<file path="src/rtl/seq_divider_64.sv">
// seq_divider_64: unsigned restoring divider, one quotient bit per clock.
// It is paced by an external iteration counter. The divider holds the counter
// in reset (cnt_reset=1) except during RUN. The counter's 'reached' flag marks
// the end of the iteration window.
// Ports:
//   clk, reset         clock; asynchronous active-high reset
//   start              operation request, accepted only while ready=1
//   dividend, divisor  operands, sampled on the accepting edge
//   cnt_reached        'reached' flag from the iteration counter
//   cnt_reset          registered counter reset, low only in RUN
//   ready              high in IDLE
//   done               one-cycle pulse on entry to DONE
//   quotient/remainder results, held until the next accepted start
//   div_by_zero        set with done when the divisor was zero
module seq_divider_64 #(
  parameter int unsigned WIDTH = 64
) (
  input  logic             clk,
  input  logic             reset,
  input  logic             start,
  input  logic [WIDTH-1:0] dividend,
  input  logic [WIDTH-1:0] divisor,
  input  logic             cnt_reached,
  output logic             cnt_reset,
  output logic             ready,
  output logic             done,
  output logic [WIDTH-1:0] quotient,
  output logic [WIDTH-1:0] remainder,
  output logic             div_by_zero
);

  typedef enum logic [1:0] {
    S_IDLE = 2'd0,
    S_RUN  = 2'd1,
    S_DONE = 2'd2
  } state_t;

  state_t           state, state_n;
  logic [WIDTH:0]   r_q, r_n;
  logic [WIDTH-1:0] q_q, q_n;
  logic [WIDTH-1:0] d_q, d_n;
  logic [WIDTH-1:0] quotient_n, remainder_n;
  logic             div_by_zero_n, cnt_reset_n, done_n;

  // One restoring step: shift the next dividend bit into the partial
  // remainder and compare at full WIDTH+1 precision.
  logic [WIDTH:0]   trial, diff;
  logic             ge;
  assign trial = {r_q[WIDTH-1:0], q_q[WIDTH-1]};
  assign diff  = trial - {1'b0, d_q};
  assign ge    = (trial >= {1'b0, d_q});

  assign ready = (state == S_IDLE);

  // Next-state and datapath update.
  always_comb begin
    state_n       = state;
    r_n           = r_q;
    q_n           = q_q;
    d_n           = d_q;
    quotient_n    = quotient;
    remainder_n   = remainder;
    div_by_zero_n = div_by_zero;
    cnt_reset_n   = 1'b1;
    done_n        = 1'b0;
    case (state)
      S_IDLE: begin
        if (start) begin
          d_n = divisor;
          if (divisor == '0) begin
            // The result is known immediately, so the counter is never released.
            state_n       = S_DONE;
            quotient_n    = '1;
            remainder_n   = dividend;
            div_by_zero_n = 1'b1;
            done_n        = 1'b1;
          end else begin
            state_n     = S_RUN;
            cnt_reset_n = 1'b0;
            r_n         = '0;
            q_n         = dividend;
          end
        end
      end
      S_RUN: begin
        if (cnt_reached) begin
          state_n       = S_DONE;
          quotient_n    = q_q;
          remainder_n   = r_q[WIDTH-1:0];
          div_by_zero_n = 1'b0;
          done_n        = 1'b1;
        end else begin
          cnt_reset_n = 1'b0;
          q_n         = {q_q[WIDTH-2:0], ge};
          r_n         = ge ? diff : trial;
        end
      end
      S_DONE: begin
        state_n = S_IDLE;
      end
      default: begin
        state_n = S_IDLE;
      end
    endcase
  end

  // State and datapath registers.
  always_ff @(posedge clk or posedge reset) begin
    if (reset) begin
      state       <= S_IDLE;
      r_q         <= '0;
      q_q         <= '0;
      d_q         <= '0;
      quotient    <= '0;
      remainder   <= '0;
      div_by_zero <= 1'b0;
      cnt_reset   <= 1'b1;
      done        <= 1'b0;
    end else begin
      state       <= state_n;
      r_q         <= r_n;
      q_q         <= q_n;
      d_q         <= d_n;
      quotient    <= quotient_n;
      remainder   <= remainder_n;
      div_by_zero <= div_by_zero_n;
      cnt_reset   <= cnt_reset_n;
      done        <= done_n;
    end
  end

endmodule

</file>
<file path="config.mk">
export PLATFORM = sky130hd
export DESIGN_NAME = seq_divider_64
export DESIGN_NICKNAME = d
export VERILOG_FILES = /design/src/rtl/seq_divider_64.sv
export SDC_FILE = /design/constraint.sdc
export NUM_CORES = 1
export LEC_CHECK = 0
export CELL_PAD_IN_SITES_DETAIL_PLACEMENT = 0
export CELL_PAD_IN_SITES_GLOBAL_PLACEMENT = 1
export CORE_ASPECT_RATIO = 0.6
export CORE_UTILIZATION = 37
export CTS_CLUSTER_SIZE = 25
export DETAILED_ROUTE_END_ITERATION = 16
export PLACE_DENSITY = 0.74
export SYNTH_ARGS = -nofsm -noshare
export SYNTH_HDL_FRONTEND = slang
export SYNTH_SLANG_ARGS = --single-unit
export TNS_END_PERCENT = 1
</file>
<file path="constraint.sdc">
create_clock -name clk -period 11.1 [get_ports clk]
set_input_delay 2.775 -clock clk [delete_from_list [all_inputs] [get_ports clk]]
set_output_delay 2.775 -clock clk [all_outputs]
set_load 0.005 [all_outputs]
</file>
==> run summary, run 1 <==
Outcome = finished, final reports clean
Pre-antenna DRT Iters = 5
Hold Crit Endpoint = remainder[45]
CTS Buf Count = 34
Vias in the first global route = 14700
Cells along the critical path = clkdlybuf4s50_1, nor4_1, nand4_1, nor4_1, o32ai_4, buf_4, inv_2, buf_4, o22a_1
Ys async rst share = 100%
Layout cell share with drive strength beyond 1 = 4.78%
Int Power = 0.00422 W
Critical path's top delay family = simple AND/OR/NAND/NOR gates
Worst Tran Pin Value = 1240 ps
DR vias = 15400
Detail Route Antenna Nets = 0
Final clock skew = 22.4 ps
Clk sinks = 325
Combinational Power Share = 54.8%
Worst hold slack = 487 ps
Antenna violations before repair = 0
Starting Density = 38.0%
Min-delay worst type = flop to flop
Port bufs = 263
Final hold violations = 0
# Post-CTS Setup Buffers = 0
Sequential Power Share = 28.0%
I/O pin count = 264
RR Startpoint = r_q[15]
Setup crit start kind = input port
Post-synth EDFFs = 0
HPWL Detailed = 41900 um
RSZ-0062 raised after global routing = no
Register bit total from synthesis = 325
Pre-CTS WS = 4110 ps
Worst setup path class = input port to flop
Core area = 45300 sq um
Worst Setup End Kind = flop
Drt via density = 5.57
WP buf/inv = 4
Post-Syn Area per Cell = 8.97 sq um
Die Y-Extent = 169 um
Switch share = 44.6%
Gr usage total = 24.1%
Crit-path slowest cell = nor4_1
Grt total ovfl = 0
Clk pwr share = 17.2%
First-pass GRT wire length = 88600 um
Final GP Congestion = 0.898
Syn nets = 2119
Synth warnings = 0
Leak pwr = 9.24 nW
Max-slew violation count = 0
Post-synthesis instance total = 1922
CP arrival = 6880 ps
Rows = 60
Pin count of the biggest net entering global routing = 135
Total chip power = 0.00761 W
Hold depth = 2
Hold path start = remainder[45]
Buffer depth of the longest clock path = 3
DRT iter0 DRCs = 1333
CTS clk-pin slew, worst paths = 70 ps
Worst-path fanout max = 66
Setup TNS = 0 ps
Tcrit/Tclk final = 57.7%
Peak Freq = 0.156 GHz
R2r endpoint = q_q[0]
ANT cells = 0
Routed Wire Length = 57600 um
Maximum capacitance violations = 0
Fin crit period = 6410 ps
Area grow syn2layout = 25.4%
Slew headroom = 16.8%
Die ar. = 47500 sq um
Die W = 281 um
H-tree depth = 2
Hold_buf cts = 0
Power per cell area = 352 nW/um^2
Seq/Total Area, Yosys = 47.2%
Worst Reg-to-Reg Cells = 12
Routed WL per cell = 20.9 um
R2R setup slack = 6730 ps
Post-synthesis cell area = 17200 sq um
Nets = 2306
Worst Slack Setup Final = 4690 ps
Netlist cell types = 66
Clock root buffer = clkbuf_16
Crit. path cell count = 9
CTS tree = yes
Crit-path max cell delay = 1040 ps
Clock Latency Late Sink = 540 ps
Required time worst endpoint = 11570 ps
Sw Pwr = 0.00340 W
Post-CTS sizing = 0
Primary FF master, synth = dfrtp_1
DRC = 0
Peak supply drop = 0.000168 V
Setup-failing EPs final = 0
-- synthesized netlist by cell type (all sizes together) (6+ instances only) --
cell type,number,area [sq um]
o21a,8,60.1
o221ai,32,280
dfrtp,324,8110
nand2,390,1460
buf,20,116
nor4,22,138
a21o,18,135
o21bai,8,60.1
and3,6,37.5
xnor2,39,342
nor2,111,417
a21oi,84,432
o21ai,119,596
o311ai,32,280
a32oi,8,70.1
a211oi,9,67.6
mux2i,24,240
clkbuf,110,414
a31oi,72,450
o211ai,45,338
nand2b,14,87.6
nand4,25,156
nand3,43,215
o22ai,26,163
ha,64,801
inv,114,428
nor3,11,66.3
o22a,63,552
xor2,21,184
o31ai,7,57.6
-- power groups by stage --
stage               clock [W]  combinational [W]  sequential (W)
floorplan                   0            0.00281         0.00204
global placement            0            0.00407         0.00214
detailed placement          0            0.00412         0.00214
CTS                   0.00134            0.00414         0.00213
global route          0.00139            0.00461         0.00219
finish                0.00131            0.00417         0.00213
-- cell type report --
| class | count | area, sq um |
|---|---|---|
| Fill cell | 4326 | 23700 |
| Clock inverter | 13 | 244 |
| Sequential cell | 325 | 8130 |
| Inverter | 114 | 434 |
| Clock buffer | 49 | 1050 |
| Tap cell | 620 | 776 |
| Timing Repair Buffer | 281 | 2780 |
| Multi-Input combinational cell | 1353 | 8190 |
-- routing by layer --
metal / GRT usage (%) / part of all wire [%] / vias up
met4: 6.91 / 2.6 / 0
met2: 37.0 / 45 / 458
met5: 0 / 0 / -
met3: 3.55 / 5.6 / 75
met1: 35.4 / 47 / 7597
li1: - / - / 7220
-- worst register-to-register path: stages (launching register included) --
cell	delay (ps)
dfrtp_1	420
ha_1	440
a21oi_1	280
o21ai_0	250
nor2b_1	200
o31a_1	270
nor3_4	460
o22ai_1	290
o21a_1	310
a21oi_4	160
buf_4	520
nand2b_1	460
o211ai_1	160
-- cell families after synthesis --
logic type / share of synthesized area (%)
AND/OR/NAND/NOR: 16.0
AO/OA/AOI/OAI: 21.9
flip-flops: 47.2
buffers and inverters: 5.56
adder cells (fa/ha/maj): 4.76
XOR/XNOR: 3.05
multiplexers: 1.46
-- registers in the layout (all words and copies together) (netlist names) --
signal,flops
cnt_reset,1
d_q,64
div_by_zero,1
done,1
q_q,64
quotient,64
r_q,64
remainder,64
state,2
-- stage by stage --
step           cell area, sq um  instances  utilization, %
3_5_place_dp              20300       2693            44.8
3_3_place_gp              20300       2693            44.8
4_1_cts                   21600       2755            47.7
5_1_grt                   21600       2755            47.7
2_1_floorplan             17200       1922               -
6_report                  21600       2755            47.7
-- cell usage in the layout, fill, tap and decap left out, types with 26 or more instances in the layout --
cell and instances:
ha_1 64, dfrtp_1 324, nor2_1 110, nand3_1 43
xnor2_1 39, a21oi_1 83, o22a_1 63, o211ai_1 45
nand2_1 389, o221ai_1 32, a31oi_1 72, clkbuf_16 35
o22ai_1 26, clkdlybuf4s50_1 263, o311ai_1 30, inv_1 111
o21ai_0 112
-- worst max path at each step --
| stage | start | to | slack, ps |
|---|---|---|---|
| after global placement | divisor[25] | q_q[28] | 4200 |
| final | divisor[26] | quotient[59] | 4690 |
| after global routing | divisor[25] | q_q[28] | 4540 |
| after detailed placement | divisor[25] | q_q[13] | 4110 |
| after floorplan | reset | d_q[0] | 3990 |
| after CTS | divisor[25] | q_q[23] | 4660 |
(Power assumes the default switching activity.)
==> run 2: changes to the inputs <==
CORE_UTILIZATION = 42   (was 37)
PLACE_DENSITY = 0.8   (was 0.74)
clock period = 6.1 ns   (was 11.1 ns; I/O delays follow)
==> run 2 against run 1 <==
  * Worst hold slack hardly changed
  * Sequential power is 82% higher
  * Register-to-register slack worse by 5000 ps
  * Global-route usage is 2.3 points higher
  * Highest routed layer unchanged
  * Power is 78% higher
  * Largest cell class unchanged
  * Combinational power is 81% higher
  * Clock power is 63% higher
  * Setup slack worse by 3100 ps
  * Via count is 0.21% lower
  * Critical path depth stayed put
  * Clock-buffer cell count is 12 lower
  * Clock skew is 0.91 ps higher
==> run summary, run 2 (synthesis gave the netlist of run 1 again) <==
Final hold violations = 0
CTS Buf Count = 31
Max-slew violation count = 0
Fin util = 52.8%
Worst hold slack = 487 ps
Starting Density = 42.6%
RSZ-0062 raised after global routing = no
Pre-antenna DRT Iters = 7
Pin count of the biggest net entering global routing = 138
Switch share = 45.0%
Area grow syn2layout = 23.9%
Worst setup path class = input port to flop
Final GP Congestion = 0.913
Routed Wire Length = 55700 um
Rows = 57
# Post-CTS Setup Buffers = 0
Antenna violations before repair = 0
Combinational Power Share = 55.6%
Vias in the first global route = 14600
Sw Pwr = 0.00611 W
Die ar. = 41900 sq um
Peak supply drop = 0.000375 V
Detail Route Antenna Nets = 0
Layout cell share with drive strength beyond 1 = 4.64%
Commonest non-fill, non-tap cells in the layout = nand2_1 (389), dfrtp_1 (324), clkdlybuf4s50_1 (263), o21ai_0 (112), inv_1 (111)
CTS tree = yes
Clk pwr share = 15.8%
Pre-CTS WS = 985 ps
DRC = 0
Routed WL per cell = 20.9 um
Gr usage total = 26.4%
Peak Freq = 0.221 GHz
R2R setup slack = 1730 ps
Tcrit/Tclk final = 74.0%
Int Power = 0.00746 W
Crit-path max cell delay = 830 ps
Required time worst endpoint = 6600 ps
Setup crit start kind = input port
Die W = 263 um
DRT iter0 DRCs = 1454
Clk sinks = 325
Outcome = finished, final reports clean
Setup-failing EPs final = 0
Nets = 2306
Drt via density = 5.75
Hold_buf cts = 0
H-tree depth = 1
DR vias = 15300
Clock root buffer = clkbuf_16
Fill count = 3764
Grt total ovfl = 0
Port bufs = 263
CTS clk-pin slew, worst paths = 70 ps
Maximum capacitance violations = 0
WP buf/inv = 3
Cells along the critical path = clkdlybuf4s50_1, nor4_1, nand4_1, nor4_1, nand2_1, o21ai_4, inv_4, buf_4, o221ai_1
Post-CTS sizing = 0
Critical path's top delay family = simple AND/OR/NAND/NOR gates
Worst-path fanout max = 116
Die Y-Extent = 159 um
Slew headroom = 21.2%
Fin crit period = 4520 ps
HPWL Detailed = 40600 um
Sequential Power Share = 28.6%
Most frequent CP cell = nor4_1
Final clock skew = 23.3 ps
I/O pin count = 264
First-pass GRT wire length = 86600 um
ANT cells = 0
Worst Slack Setup Final = 1580 ps
Worst Setup End Kind = flop
CP arrival = 5010 ps
Buffer depth of the longest clock path = 3
Core area = 40400 sq um
Setup TNS = 0 ps
Crit-path slowest cell = nor4_1
Leak pwr = 9.16 nW
Most common library cell in the layout ignoring fill and taps = nand2_1
Min-delay worst type = flop to flop
Worst Tran Pin Value = 1180 ps
Clock Latency Late Sink = 590 ps
Power per cell area = 636 nW/um^2
run 2: worst paths after layout:
check | startpoint | endpoint | cells past startpoint
setup / recovery | divisor[2] | r_q[35] | 9
hold / removal | remainder[38] | remainder[38] | 2
setup reg to reg | r_q[15] | r_q[63] | 12
hold reg to reg | remainder[38] | remainder[38] | 2
max in group asynchronous | reset | d_q[24] | 3
min in group asynchronous | reset | remainder[16] | 3
run 2: final cells by class:
type                       instances  area [sq um]  share of cell area, %
tap                              531           664                   3.11
clock inverter                    19           269                   1.26
sequential                       325          8130                   38.1
timing repair buffer             284          2820                   13.2
multi-input combinational       1353          8190                   38.4
inverter                         114           434                   2.03
clock buffer                      37           838                   3.93
run 2: routing by layer:
metal	GRT usage, %	vias to the layer above	share of wire (%)
met2	40.3	446	45
met5	0	-	0
li1	-	7227	-
met3	3.71	76	5.3
met1	39.3	7569	47
met4	6.59	0	2.7
run 2: power by group through the flow:
stage | clock, W | sequential, W | combinational, W
6_report | 0.00214 | 0.00388 | 0.00755
5_1_grt | 0.00227 | 0.00399 | 0.00831
4_1_cts | 0.00218 | 0.00387 | 0.00750
3_5_place_dp | 0 | 0.00390 | 0.00745
3_3_place_gp | 0 | 0.00390 | 0.00736
2_1_floorplan | 0 | 0.00371 | 0.00511
run 2: through the flow:
stage	std cells	cell area, sq um	total power, W
6_report	2663	21300	0.0136
5_1_grt	2663	21300	0.0146
4_1_cts	2663	21300	0.0136
3_5_place_dp	2607	20200	0.0114
3_3_place_gp	2607	20200	0.0113
2_1_floorplan	1922	17200	0.00881
run 2: worst min-delay path: stages, from the launching register on:
cell	delay, ps
dfrtp_1	340
nand2_1	50
o221ai_1	60
